## config.mk

```make
export PLATFORM = sky130hd
export DESIGN_NAME = rr_grant_scheduler
export DESIGN_NICKNAME = d
export VERILOG_FILES = /design/src/rtl/rr_grant_scheduler.sv
export SDC_FILE = /design/constraint.sdc
export NUM_CORES = 1
export LEC_CHECK = 0
export BUFFER_PORTS_ARGS = -buffer_cell sky130_fd_sc_hd__buf_2
export CAP_MARGIN = 20
export CORE_MARGIN = 1.5
export CORE_UTILIZATION = 39
export CTS_BUF_LIST = sky130_fd_sc_hd__clkbuf_4 sky130_fd_sc_hd__clkbuf_8 sky130_fd_sc_hd__clkbuf_16
export DETAILED_ROUTE_END_ITERATION = 16
export HOLD_SLACK_MARGIN = 0.05
export PLACE_DENSITY = 0.54
export SLEW_MARGIN = 20
export SYNTH_ARGS = -nofsm -noshare
export SYNTH_HDL_FRONTEND = slang
export SYNTH_SLANG_ARGS = --single-unit
```

## constraint.sdc

```tcl
create_clock -name clk -period 4.2 [get_ports clk]
set_input_delay 0.63 -clock clk [delete_from_list [all_inputs] [get_ports clk]]
set_output_delay 0.63 -clock clk [all_outputs]
set_load 0.05 [all_outputs]
```

## src/rtl/rr_grant_scheduler.sv

```systemverilog
`default_nettype none
// ============================================================================
// Module      : rr_grant_scheduler
// Description : Round-robin grant scheduler driving the one-hot select of a
//               CHANNELS-input data MUX. A grant is held for a multi-cycle
//               transfer and ends when the holder drops its request, signals
//               its last beat, or (optionally) reaches BURST_MAX cycles.
//               Priority rotates from the last granted channel, so no
//               requester starves.
// Options     : `define RR_BURST_LIMIT_EN  - caps each grant at BURST_MAX
//               cycles. A holder that is forced off re-enters arbitration
//               at the lowest priority.
// Revision    : 1.0 - initial release
// ============================================================================
module rr_grant_scheduler #(
  parameter int CHANNELS  = 8,
  parameter int BURST_MAX = 4
) (
  input  logic                        clk,
  input  logic                        reset,
  input  logic [CHANNELS-1:0]         req,
  input  logic                        last,
  output logic [CHANNELS-1:0]         gnt,
  output logic                        gnt_valid,
  output logic [$clog2(CHANNELS)-1:0] gnt_id
);

  localparam int IDW    = $clog2(CHANNELS);
  localparam int BEAT_W = $clog2(BURST_MAX + 1);

  // The beat counter stops at BURST_MAX so that it can never wrap.
  localparam logic [BEAT_W-1:0] BEAT_SAT = BEAT_W'(BURST_MAX);
`ifdef RR_BURST_LIMIT_EN
  // Count value seen during the final allowed cycle of a grant.
  localparam logic [BEAT_W-1:0] BEAT_LAST = BEAT_W'(BURST_MAX - 1);
`endif

  typedef enum logic [0:0] {
    S_IDLE  = 1'b0,
    S_GRANT = 1'b1
  } state_t;

  state_t                state_q,    state_d;
  logic [CHANNELS-1:0]   gnt_q,      gnt_d;
  logic [IDW-1:0]        gnt_id_q,   gnt_id_d;
  logic [IDW-1:0]        ptr_q,      ptr_d;
  logic [BEAT_W-1:0]     beat_cnt_q, beat_cnt_d;

  logic [IDW-1:0]        w_cand;
  logic [IDW-1:0]        w_win_id;
  logic                  w_any_req;
  logic                  w_term;
  logic                  w_load;

  // Rotating search: start just after the last granted channel and take the
  // first requester. The current holder sits at the very end of the order,
  // so it only wins again when nobody else is asking.
  always_comb begin
    w_cand    = '0;
    w_win_id  = '0;
    w_any_req = 1'b0;
    for (int k = 1; k <= CHANNELS; k++) begin
      w_cand = IDW'((int'(ptr_q) + k) % CHANNELS);
      if (!w_any_req && req[w_cand]) begin
        w_any_req = 1'b1;
        w_win_id  = w_cand;
      end
    end
  end

  // A grant ends when the holder withdraws, flags its last beat, or uses
  // up its burst allowance.
  always_comb begin
    w_term = !req[gnt_id_q] || last;
`ifdef RR_BURST_LIMIT_EN
    if (beat_cnt_q == BEAT_LAST) begin
      w_term = 1'b1;
    end
`endif
  end

  // Next-state and next-grant decision. A fresh grant is loaded in the same
  // way from IDLE and at the end of a grant, so back-to-back grants leave no
  // idle cycle between them.
  always_comb begin
    state_d    = state_q;
    gnt_d      = gnt_q;
    gnt_id_d   = gnt_id_q;
    ptr_d      = ptr_q;
    beat_cnt_d = beat_cnt_q;
    w_load     = 1'b0;

    case (state_q)
      S_IDLE: begin
        gnt_d = '0;
        if (w_any_req) begin
          w_load = 1'b1;
        end
      end
      S_GRANT: begin
        if (!w_term) begin
          if (beat_cnt_q != BEAT_SAT) begin
            beat_cnt_d = beat_cnt_q + BEAT_W'(1);
          end
        end else if (w_any_req) begin
          w_load = 1'b1;
        end else begin
          // gnt_id intentionally keeps the last holder's index while idle.
          state_d    = S_IDLE;
          gnt_d      = '0;
          beat_cnt_d = '0;
        end
      end
      default: begin
        state_d    = S_IDLE;
        gnt_d      = '0;
        beat_cnt_d = '0;
      end
    endcase

    if (w_load) begin
      state_d          = S_GRANT;
      gnt_d            = '0;
      gnt_d[w_win_id]  = 1'b1;
      gnt_id_d         = w_win_id;
      ptr_d            = w_win_id;
      beat_cnt_d       = '0;
    end
  end

  // State register. Reset points ptr at the top channel so that ch0 is
  // searched first afterwards.
  always_ff @(posedge clk) begin
    if (reset) begin
      state_q    <= S_IDLE;
      gnt_q      <= '0;
      gnt_id_q   <= '0;
      ptr_q      <= IDW'(CHANNELS - 1);
      beat_cnt_q <= '0;
    end else begin
      state_q    <= state_d;
      gnt_q      <= gnt_d;
      gnt_id_q   <= gnt_id_d;
      ptr_q      <= ptr_d;
      beat_cnt_q <= beat_cnt_d;
    end
  end

  assign gnt       = gnt_q;
  assign gnt_valid = |gnt_q;
  assign gnt_id    = gnt_id_q;

endmodule
`default_nettype wire
```

==> results of run 1 <==
==> state kept, by name, summed over array words and instances (netlist names) <==
| name | flops |
|---|---|
| gnt_id | 3 |
| state_q | 1 |
| gnt | 8 |
| ptr_q | 3 |
==> cell families (layout without fill, tap and decap cells) <==
logic type,count (synthesis),after routing,synth area share (%)
AND/OR/NAND/NOR,62,62,18.5
adder cells (fa/ha/maj),2,2,1.45
buffers and inverters,16,36,4.36
flip-flops,15,15,17.4
AO/OA/AOI/OAI,45,45,21.6
multiplexers,37,37,34.1
XOR/XNOR,5,5,2.54
==> layout make-up <==
class	instances	area share [%]
Multi-Input combinational cell	151	70.3
Timing Repair Buffer	25	6.93
Tap cell	50	3.27
Sequential cell	15	15.7
Clock inverter	1	0.261
Inverter	7	1.37
Clock buffer	3	2.16
==> per-stage QoR <==
step                area (um^2)  instances  worst slack, ns
floorplan                  1720        182             1.02
global placement           1870        248            0.805
detailed placement         1870        248            0.690
CTS                        1910        252            0.697
global route               1910        252            0.409
finish                     1910        252            0.687
==> routing by layer <==
metal	vias up	share of wire, %
li1	759	-
met1	784	45
met2	52	47
met3	5	6.7
met4	0	0.73
met5	-	0
==> critical path: cells and delay by family (launching register included) <==
family | cells | cell delay (ns)
flip-flops | 1 | 0.31
multiplexers | 1 | 0.54
adder cells (fa/ha/maj) | 1 | 0.75
buffers and inverters | 2 | 0.34
AND/OR/NAND/NOR | 2 | 0.32
AO/OA/AOI/OAI | 4 | 1.15
==> how the worst max path moves through the flow <==
stage               slack (ns)  depth (start not counted)  endpoint
global route              0.41                         10    gnt[3]
floorplan                 1.02                         13    gnt[1]
CTS                       0.70                         10    gnt[7]
detailed placement        0.69                         10    gnt[7]
global placement          0.80                         10    gnt[1]
finish                    0.69                         10    gnt[3]
==> layout by cell type (no fill, tap or decap), types with 3 or more instances in the layout <==
master,instances
buf_2,22
nor2_1,16
nand2_1,15
dfxtp_1,15
mux2i_1,14
mux4_2,12
nand3_1,9
a32o_1,8
mux2_2,7
inv_1,6
a21oi_1,5
o21ai_0,5
xor2_1,3
nand3b_1,3
a22oi_1,3
nor3b_1,3
a211oi_1,3
clkbuf_8,3
buf_4,3
==> results.ini, run 1 <==
[run_status]
status = complete, no violations

[sta]
rsz0062_at_grt = false
fmax_ghz = 0.285
timing.setup.tns_ns = 0
hold_viol = 0
skew_ns = 0.00329
finalSetupViolCount = 0
min_period_over_period_pct = 83.6
max_slew_margin_pct = 54.9
fin_hold_ws_ns = 0.490
slew_violations = 0
worst_pin_slew_ns = 0.677
period_needed_ns = 3.51

[yosys]
synth_area_leaders = dfxtp_1 (17%), mux4_2 (16%), mux2i_1 (8.1%)
synth_nets = 195
synth.distinct_cells = 55
synthArstFlopShare_pct = 0
ys_warn_count = 0
synth_ff_type = dfxtp_1
syn_area_um2 = 1720
synthCells = 182
post-synth-top-area-cell = dfxtp_1
avgSynthCellArea_um2 = 9.46
yosysSeqAreaShare_pct = 17.4
synth_top_area_share_pct = 17.4
synth-edff-count = 0
synth-seq-cells = 15
yosys-top-cells-count = nor2_1 (16), dfxtp_1 (15), nand2_1 (15), mux2i_1 (14), mux4_2 (12)
synth.most_common_cell = nor2_1

[global_routing]
use_met1_pct = 27.7
grt_max_degree = 18
antenna_found_initial = 0
grt.busiest_layer = met2
globalRoute.totalOverflow = 0
grt_pass1_vias = 1582
grt_pass1_wl_um = 7890
grtUsageMet3_pct = 1.89
gr-usage-all-layers_pct = 19.8
grtUsageMet2_pct = 33.3

[hold_path]
min_from = gnt[6]
whs_endpoint = gnt[6]
hp-class = flip-flop to flip-flop
whs_path_depth = 1

[clock_network]
post_cts_buffers = 0
cts_tree = done
cts_resized = 0
htree_levels = 1
cts-root-buf = clkbuf_8
clk_latency_ns = 0.25
cts_hold_buf = 0
cts_buffers = 3
clockBufferDepth = 2
clock-sinks = 15
clk_pin_slew_ns = 0.06

[floorplanning]
start_util_pct = 41.8
num_rows = 23
die_x_um = 69.4
die-area_um2 = 4820
ioPinCount = 23
dieHeight_um = 69.4
core_um2 = 4120

[setup_path]
reg2reg_slack_ns = 0.69
endpoint_kind = flip-flop
critPathLaunch = ptr_q[0]
cp_max_fo = 17
critical_path_arrival_ns = 3.66
regToRegEndpoint = gnt[3]
cp_cell_sequence = buf_4, inv_2, ha_1, mux4_1, a21boi_0, a32oi_1, o41ai_4, nor2_1, and3_4, a32o_1
start_kind = flip-flop
cp.required_ns = 4.34
crit-reg2reg-launch = ptr_q[0]
crit_slowest_cell = ha_1
r2r_cells = 10
critPathMaxStageDelay_ns = 0.75
crit_type = flip-flop to flip-flop

[flow_run]
max_cap_violations = 0

[drt]
ant_nets = 0
dr_total_vias = 1600
wl_um = 4510
first_pass_iters = 4
drt_iter0_markers = 89
drc = 0
avgViaCountPerCell = 6.35
avgRoutedWirePerCell_um = 17.9

[layout]
area_growth_pct = 11.2
insertedDiodeCount = 0
utilization_pct = 46.5
num-fill-cells = 405
multi_input_area_um2 = 1350
regArea_um2 = 300
layout.nets = 216
drive_gt1_share_pct = 31.2

[place]
dp_hpwl_um = 3580
place_congestion = 0.799
io_buffer_count = 22

Power of run 1 is left out: the tool's default activity adds up to more than one toggle a clock period on the data nets, which glitch-free logic cannot reach.
==> run 2, diff against run 1 <==
--- a/config.mk
+++ b/config.mk
@@ -5,6 +5,7 @@
 export SDC_FILE = /design/constraint.sdc
 export NUM_CORES = 1
 export LEC_CHECK = 0
+export ABC_AREA = 1
 export BUFFER_PORTS_ARGS = -buffer_cell sky130_fd_sc_hd__buf_2
 export CAP_MARGIN = 20
 export CORE_MARGIN = 1.5
==> constraint.sdc (replaced) <==
create_clock -name clk -period 3.53 [get_ports clk]
set_input_delay 0.5295 -clock clk [delete_from_list [all_inputs] [get_ports clk]]
set_output_delay 0.5295 -clock clk [all_outputs]
set_load 0.05 [all_outputs]
==> results.ini, run 2 <==
[yosys]
syn_area_um2 = 1610
synth_top_area_share_pct = 18.7
ys_warn_count = 0
synth-edff-count = 0
synth_area_leaders = dfxtp_1 (19%), nand2_1 (13%), nand3_2 (12%)
synthCells = 237
synth-seq-cells = 15
synth_ff_type = dfxtp_1
synth.most_common_cell = nand2_1
synthArstFlopShare_pct = 0
yosysSeqAreaShare_pct = 18.7
avgSynthCellArea_um2 = 6.79
synth.distinct_cells = 35
post-synth-top-area-cell = dfxtp_1
yosys-top-cells-count = nand2_1 (54), nor2_1 (30), nand3_1 (24), inv_1 (20), nand3_2 (19)
synth_nets = 250

[floorplanning]
start_util_pct = 40.5
dieHeight_um = 67.2
num_rows = 23
die-area_um2 = 4520
core_um2 = 3970
die_x_um = 67.2
ioPinCount = 23

[setup_path]
start_kind = flip-flop
reg2reg_slack_ns = 1.01
endpoint_kind = flip-flop
regToRegEndpoint = gnt[7]
crit_slowest_cell = ha_1
crit-reg2reg-launch = ptr_q[0]
r2r_cells = 16
critPathLaunch = ptr_q[0]
crit_type = flip-flop to flip-flop
worst-path-buf-inv = 3
critPathMaxStageDelay_ns = 0.44
cp_top_family = simple AND/OR/NAND/NOR gates
cp_max_fo = 11
cp_cell_sequence = inv_4, ha_1, inv_2, nand3_2, nand3_2, nand2_4, nor2_8, nand4_4, nor2_8, nand3_2, nand2_4, inv_4, nand3_4, nor2_1, nor2_1, nor2_1
critical_path_arrival_ns = 2.66
cp.required_ns = 3.67

[sta]
rsz0062_at_grt = false
max_slew_margin_pct = 70.2
period_needed_ns = 2.52
hold_viol = 0
skew_ns = 0.00391
min_period_over_period_pct = 71.4
worst_pin_slew_ns = 0.446
finalSetupViolCount = 0
slew_violations = 0
timing.setup.tns_ns = 0
fmax_ghz = 0.397

[drt]
first_pass_iters = 4
dr_total_vias = 1540
ant_nets = 0
drt_iter0_markers = 53
avgRoutedWirePerCell_um = 12.3
avgViaCountPerCell = 4.98
wl_um = 3800
drc = 0

[global_routing]
use_met1_pct = 28.7
grtUsageMet2_pct = 28.2
antenna_found_initial = 0
gr-usage-all-layers_pct = 18.7
grtUsageMet3_pct = 2.00
grt_pass1_wl_um = 6490
grt.busiest_layer = met1
globalRoute.totalOverflow = 0
grt_pass1_vias = 1339
grt_max_degree = 12

[layout]
largest_reg_flops = 8
area_growth_pct = 10.9
layout.nets = 273
insertedDiodeCount = 0
mostFrequentLayoutCells = nand2_1 (54), nor2_1 (30), nand3_1 (24)
regArea_um2 = 300
drive_gt1_share_pct = 34.0
multi_input_area_um2 = 1130
num-fill-cells = 423
mostFrequentLayoutCell = nand2_1

[place]
dp_hpwl_um = 3160
io_buffer_count = 22
place_congestion = 0.871

[clock_network]
cts_hold_buf = 0
clockBufferDepth = 2
clk_latency_ns = 0.25
cts_tree = done
post_cts_buffers = 0
clock-sinks = 15
clk_pin_slew_ns = 0.06
cts_buffers = 3
cts-root-buf = clkbuf_8
htree_levels = 1
cts_resized = 0

[run_status]
status = complete, no violations

[hold_path]
whs_path_depth = 2
whs_endpoint = gnt[4]
min_from = gnt[4]
hp-class = flip-flop to flip-flop

[flow_run]
max_cap_violations = 0

==> run 2: cell types whose count changed after synthesis, moves of 6 or more <==
cell     before  now
a32o_1        8    0
inv_1         6   20
nand3_1       9   24
inv_2         1    7
buf_2         6    0
nor2_1       16   30
mux2i_1      14    2
mux2_2        7    0
nand3_2       0   19
nand2_2       1    9
nand2_4       0    6
nand2_1      15   54
mux4_2       12    0
==> run 2: area by class of cell <==
type / instances / share of cell area [%]
clock buffer: 4 / 2.73
sequential: 15 / 16.8
tap: 50 / 3.51
inverter: 29 / 6.38
multi-input combinational: 187 / 63.5
timing repair buffer: 24 / 7.01
==> run 2: worst register-to-register path, stage by stage (launching register included) <==
cell	delay, ns
dfxtp_1	0.37
inv_4	0.11
ha_1	0.44
inv_2	0.16
nand3_2	0.12
nand3_2	0.11
nand2_4	0.09
nor2_8	0.14
nand4_4	0.13
nor2_8	0.17
nand3_2	0.12
nand2_4	0.11
inv_4	0.07
nand3_4	0.10
nor2_1	0.06
nor2_1	0.09
nor2_1	0.04
==> run 2: logic make-up (layout without fill, tap and decap cells) <==
logic type,Yosys count,count (layout),synth area share (%)
AOI/OAI and AO/OA,21,21,8.55
xor gates and xnor gates,2,2,1.56
adders and majority gates,2,2,1.55
buffers and inverters,35,57,10.9
DFF,15,15,18.7
muxes,2,2,1.24
and+or+nand+nor,160,160,57.5
==> run 2: worst max-delay path by stage <==
stage,end,slack [ns],cells past startpoint
finish,gnt[7],1.01,16
global route,gnt[3],0.71,17
CTS,gnt[7],0.99,16
detailed placement,gnt[7],1.01,16
global placement,gnt[7],0.98,15
floorplan,gnt[3],1.09,19
==> run 2: layer usage <==
| layer | up-vias | wire, um |
|---|---|---|
| met5 | - | 0 |
| met4 | 0 | 31 |
| met3 | 4 | 106 |
| met2 | 32 | 1600 |
| met1 | 681 | 2070 |
| li1 | 823 | - |
==> run 2: per-stage QoR <==
step	instances	worst slack (ns)	util, %	hold WS [ns]	instance area [um^2]
floorplan	237	1.09	-	0.658	1610
global placement	305	0.983	43.7	0.478	1740
detailed placement	305	1.01	43.7	0.481	1740
CTS	309	0.994	44.9	0.491	1780
global route	309	0.710	44.9	0.518	1780
finish	309	1.01	44.9	0.494	1780
Power of run 2 is left out for the same reason.
